<file path="src/rtl/ann_layer_sequencer_pkg.sv">
// Shared types and helpers for the ANN layer sequencer.
package ann_pkg;

  typedef enum logic [3:0] {
    S_IDLE,
    S_REQ_IMAGE,
    S_WAIT_IMAGE,
    S_LOAD_IMAGE,
    S_REQ_COEF,
    S_WAIT_COEF,
    S_PAUSE_COEF,
    S_START_LAYER,
    S_WAIT_LAYER,
    S_ADVANCE,
    S_DONE,
    S_ERROR
  } ann_seq_state_t;

  // Width of layer/select/load fields: indices 0..n plus the image load code n+1.
  function automatic int ann_lw(input int n);
    return $clog2(n + 2);
  endfunction

endpackage

</file>
<file path="src/rtl/ann_layer_sequencer_watchdog.sv">
// Wait-state watchdog: counts cycles while enabled, flags the last allowed cycle.
module ann_watchdog #(
  parameter int unsigned TIMEOUT = 1024
) (
  input  logic clk,
  input  logic n_rst,
  input  logic clear,
  input  logic en,
  output logic expired
);

  localparam int unsigned CW = (TIMEOUT > 1) ? $clog2(TIMEOUT) : 1;

  logic [CW-1:0] count;

  always_ff @(posedge clk) begin
    if (!n_rst || clear) begin
      count <= '0;
    end else if (en) begin
      count <= count + CW'(1);
    end
  end

  // TIMEOUT of zero disables the watchdog entirely.
  always_comb begin
    expired = (TIMEOUT != 0) && en && (count == CW'(TIMEOUT - 1));
  end

endmodule

</file>
<file path="src/rtl/ann_layer_sequencer.sv">
// N-layer ANN sequencer: image fetch, then per-layer coefficient fetch, node run and output load.
module ann_layer_sequencer
  import ann_pkg::*;
#(
  parameter int unsigned                   NUM_LAYERS   = 3,
  parameter int unsigned                   CNT_W        = 7,
  parameter logic [NUM_LAYERS*CNT_W-1:0]   LAYER_INPUTS = {7'd8, 7'd16, 7'd64},
  parameter int unsigned                   TIMEOUT      = 1024
) (
  input  logic                          clk,
  input  logic                          n_rst,
  input  logic                          start_detecting,
  input  logic [ann_lw(NUM_LAYERS)-1:0] layers_used,
  input  logic                          abort,
  input  logic                          image_weights_loaded,
  input  logic                          n_start_done,
  output logic [CNT_W-1:0]              max_input,
  output logic                          coeff_ready,
  output logic                          reset_accum,
  output logic [ann_lw(NUM_LAYERS)-1:0] load_next,
  output logic                          request_coef,
  output logic [ann_lw(NUM_LAYERS)-1:0] coef_select,
  output logic [ann_lw(NUM_LAYERS)-1:0] cur_layer,
  output logic                          busy,
  output logic                          done_processing,
  output logic                          error
);

  localparam int unsigned LW = ann_lw(NUM_LAYERS);

  ann_seq_state_t state, state_n;
  logic [LW-1:0]  cur_layer_n, layers_lat, layers_lat_n, coef_sel_n;
  logic           wd_clear, wd_en, wd_expired;
  int unsigned    slice_idx;

  ann_watchdog #(.TIMEOUT(TIMEOUT)) u_watchdog (
    .clk     (clk),
    .n_rst   (n_rst),
    .clear   (wd_clear),
    .en      (wd_en),
    .expired (wd_expired)
  );

  always_ff @(posedge clk) begin
    if (!n_rst) begin
      state       <= S_IDLE;
      cur_layer   <= '0;
      layers_lat  <= LW'(NUM_LAYERS);
      coef_select <= LW'(NUM_LAYERS);
    end else begin
      state       <= state_n;
      cur_layer   <= cur_layer_n;
      layers_lat  <= layers_lat_n;
      coef_select <= coef_sel_n;
    end
  end

  always_comb begin
    state_n      = state;
    cur_layer_n  = cur_layer;
    layers_lat_n = layers_lat;
    coef_sel_n   = coef_select;

    case (state)
      S_IDLE: begin
        if (start_detecting) begin
          state_n      = S_REQ_IMAGE;
          layers_lat_n = (layers_used == '0 || layers_used > LW'(NUM_LAYERS))
                         ? LW'(NUM_LAYERS) : layers_used;
        end
      end
      S_REQ_IMAGE:   state_n = S_WAIT_IMAGE;
      S_WAIT_IMAGE: begin
        if (image_weights_loaded) state_n = S_LOAD_IMAGE;
        else if (wd_expired)      state_n = S_ERROR;
      end
      S_LOAD_IMAGE:  state_n = S_REQ_COEF;
      S_REQ_COEF:    state_n = S_WAIT_COEF;
      S_WAIT_COEF: begin
        if (image_weights_loaded) state_n = S_PAUSE_COEF;
        else if (wd_expired)      state_n = S_ERROR;
      end
      S_PAUSE_COEF:  state_n = S_START_LAYER;
      S_START_LAYER: state_n = S_WAIT_LAYER;
      S_WAIT_LAYER: begin
        if (n_start_done)    state_n = S_ADVANCE;
        else if (wd_expired) state_n = S_ERROR;
      end
      S_ADVANCE: begin
        cur_layer_n = cur_layer + LW'(1);
        state_n     = (cur_layer_n == layers_lat) ? S_DONE : S_REQ_COEF;
      end
      S_DONE: begin
        state_n     = S_IDLE;
        cur_layer_n = '0;
      end
      S_ERROR:       state_n = S_ERROR;
      default:       state_n = S_IDLE;
    endcase

    // abort overrides every transition out of a non-idle state
    if (abort && state != S_IDLE) begin
      state_n     = S_IDLE;
      cur_layer_n = '0;
    end

    // coef_select is captured on entry to a request and held until the next one
    if (state_n == S_IDLE || state_n == S_REQ_IMAGE) begin
      coef_sel_n = LW'(NUM_LAYERS);
    end else if (state_n == S_REQ_COEF) begin
      coef_sel_n = cur_layer_n;
    end

    wd_en    = (state == S_WAIT_IMAGE) || (state == S_WAIT_COEF) || (state == S_WAIT_LAYER);
    wd_clear = !wd_en;

    request_coef    = (state == S_REQ_IMAGE) || (state == S_REQ_COEF);
    coeff_ready     = (state == S_WAIT_LAYER);
    reset_accum     = (state == S_START_LAYER);
    done_processing = (state == S_DONE);
    error           = (state == S_ERROR);
    busy            = (state != S_IDLE) && (state != S_ERROR);

    if (state == S_LOAD_IMAGE)   load_next = LW'(NUM_LAYERS + 1);
    else if (state == S_ADVANCE) load_next = cur_layer + LW'(1);
    else                         load_next = '0;

    slice_idx = (cur_layer >= LW'(NUM_LAYERS)) ? NUM_LAYERS - 1 : 32'(cur_layer);
    max_input = LAYER_INPUTS[slice_idx*CNT_W +: CNT_W];
  end

endmodule

</file>
<file path="config.mk">
export PLATFORM = sky130hd
export DESIGN_NAME = ann_layer_sequencer
export DESIGN_NICKNAME = d
export VERILOG_FILES = /design/src/rtl/ann_layer_sequencer_pkg.sv /design/src/rtl/ann_layer_sequencer_watchdog.sv /design/src/rtl/ann_layer_sequencer.sv
export SDC_FILE = /design/constraint.sdc
export NUM_CORES = 1
export LEC_CHECK = 0
export CORE_UTILIZATION = 55
export CTS_CLUSTER_SIZE = 24
export DETAILED_ROUTE_END_ITERATION = 16
export PLACE_DENSITY = 0.85
export SETUP_SLACK_MARGIN = 0.15
export SLEW_MARGIN = 10
export SYNTH_ARGS = -nofsm -noshare
export SYNTH_HDL_FRONTEND = slang
export SYNTH_SLANG_ARGS = --single-unit
</file>
<file path="constraint.sdc">
create_clock -name clk -period 6.15 [get_ports clk]
set_input_delay 1.5375 -clock clk [delete_from_list [all_inputs] [get_ports clk]]
set_output_delay 1.5375 -clock clk [all_outputs]
set_load 0.01 [all_outputs]
</file>
==> metrics.txt <==
CP Launch Type=register; post-synthesis sequential area ratio=between 20 and 30%; Final TNS setup=0 ns; commonest non-fill, non-tap cell in the layout=clkdlybuf4s50_1; hold crit path type=register to register; CTS Buffer Depth=2; status=complete, no violations; Final Hold Fails=0; crit-path max cell delay=0.96 ns; diode count=0; num rows=19; fin crit share=61.3%; layout cell share with drive strength beyond 1=9.13%; Yosys cell types=62; number of max-cap violations=0; Post-synth EDFFs=0; final setup margin=2.38 ns; Leak=0.000708 uW; Tmin final=3.77 ns; maximum vdd drop=237 uV; vias per inst=5.90; largest net degree at the start of global routing=26; htree depth=1; Die H=~56 um; vias=1409; drt first pass iters=4; fin nets=221; post_cts resized=0; yosys warns=0; CTS root buf=clkbuf_4; Setup crit end kind=primary output; Placeable Area=2730 um^2; die area=3090 um^2; drt drc=0; Max Fclk=~270 MHz; Worst Tran Pin Value=0.941 ns; total gr overflow=0; Clock Latency Late Sink=approximately 0.30 ns; Crit path required time=4.61 ns; hold_buf cts=0; skew final=between 0.0015 and 0.002 ns; postcts setup bufs=0; Crit path arrival time=2.23 ns; I/O pin count=31; Worst-path clk slew=0.12 ns; unrepaired setup endpoints after global routing=false; TritonCTS Buffers=3; vias in the first global route=around 1300; first-pass GRT wire length=5460 um; RePlAce Congestion=0.838; most frequent cells in the layout=clkdlybuf4s50_1 (26), dfxtp_1 (23), nor2_1 (21); WL final=approximately 3300 um; PwrDens=279 nW/um^2; synthesized flop and latch total=23; Port Buffers=26; clock sinks=23; post-route ant nets=0; final setup violation count=0; Rel. slew slack=37.2%; P&R area growth vs syn=15.1%; Top FF cell, synth=dfxtp_1; post-synthesis cell area=1580 um^2; Max stage delay cell, worst path=dfxtp_1; Starting Density=57.7%; pre-CTS setup slack=2.68 ns; total track usage=21.6%; Mean Syn Cell Area=8.39 um^2; Post-synth ARST share=0%; CTS tree=yes; Synth Instances=188; critical path peak fanout=25; die width=55.6 um; Cell Chain, Critical Path=or2_2, o21ai_0, nand2_1, clkdlybuf4s50_1; fin util=between 60% and 70%; antenna violations before repair=0; drt first-iter violations=37; Worst Setup Path Type=register to primary output; Final Max Tran Viols=0; routed len/inst=13.8 um; Detail Placement HPWL=2540 um
==> through the flow <==
| stage | hold WS [ns] | std cells | area (um^2) | power (uW) |
|---|---|---|---|---|
| after floorplan | 0.426 | 191 | 1590 | 393 |
| after global placement | 0.443 | 235 | 1790 | 434 |
| after detailed placement | 0.459 | 235 | 1790 | 443 |
| after CTS | 0.487 | 239 | 1820 | 510 |
| after global routing | 0.521 | 239 | 1820 | 540 |
| final | 0.485 | 239 | 1820 | 507 |
==> sequential cells by signal, indices dropped and copies added, names as in the netlist <==
register	cells
layers_lat	3
coef_select	3
cur_layer	3
u_watchdog.count	10
state	4
==> final timing paths <==
check	depth (start not counted)	slack [ns]	start	endpoint
worst max-delay path	4	2.38	state[0]	busy
worst min-delay path	2	0.49	coef_select[2]	coef_select[2]
worst max register to register	6	3.59	state[1]	coef_select[1]
worst min register to register	2	0.49	coef_select[2]	coef_select[2]
==> cells in the mapped netlist (2+ instances only) <==
cell type | number | area share, %
dfxtp_1 | 23 | 29
a21oi_1 | 11 | 3.5
ha_1 | 3 | 2.4
o21ai_0 | 7 | 2.2
nand2b_1 | 4 | 1.6
xnor2_1 | 4 | 2.2
o32a_1 | 2 | 1.3
and3_1 | 4 | 1.6
nor2b_1 | 5 | 2.0
inv_1 | 7 | 1.7
or2_2 | 2 | 0.79
buf_4 | 7 | 3.3
nand3b_1 | 2 | 0.95
and4_1 | 3 | 1.7
nor3_1 | 6 | 1.9
nand2_1 | 14 | 3.3
and2_1 | 2 | 0.79
a211oi_1 | 2 | 0.95
nor2_1 | 21 | 5.0
nor4_1 | 2 | 0.79
xor2_1 | 7 | 3.9
clkbuf_1 | 2 | 0.48
nor4b_1 | 3 | 1.7
nand4_1 | 2 | 0.79
nand3_1 | 4 | 1.3
buf_6 | 3 | 2.1
==> kinds of logic after synthesis <==
| kind of cell | count (synthesis) | synth area share [%] |
|---|---|---|
| adder cells (fa/ha/maj) | 3 | 2.38 |
| other | 1 | 0.238 |
| AO/OA/AOI/OAI | 40 | 18.6 |
| AND/OR/NAND/NOR | 88 | 34.7 |
| buffers and inverters | 21 | 8.17 |
| multiplexers | 1 | 0.634 |
| XOR/XNOR | 11 | 6.11 |
| flip-flops | 23 | 29.2 |
==> power by group <==
| part | internal, uW | leakage [uW] | switching (uW) | total [uW] |
|---|---|---|---|---|
| Combinational | 107 | 0.000504 | 116 | 223 |
| Sequential | 162 | 0.000186 | 55.9 | 218 |
| Clock | 24.2 | 0.0000177 | 41.6 | 65.8 |
==> layout make-up <==
type,instances,area [um^2]
timing repair buffer,26,260
clock buffer,3,22.5
inverter,8,30.0
tap,31,38.8
sequential,23,460
fill,216,917
multi-input combinational,147,1000
clock inverter,1,5.00
==> routing by layer <==
layer	global-route usage [%]	up-vias	wire length (um)	part of all wire (%)
li1	-	710	-	-
met1	25.1	660	1410	43
met2	40.6	35	1730	52
met3	3.04	4	130	3.9
met4	6.07	0	29	0.88
met5	0	-	0	0
==> critical path: cells and delay by family, from the launching register on <==
kind	cells	cell delay [ns]
flops	1	0.96
compound gates	1	0.08
simple gates	2	0.37
buf+inv	1	0.53
Power figures use the tool's default switching activity.
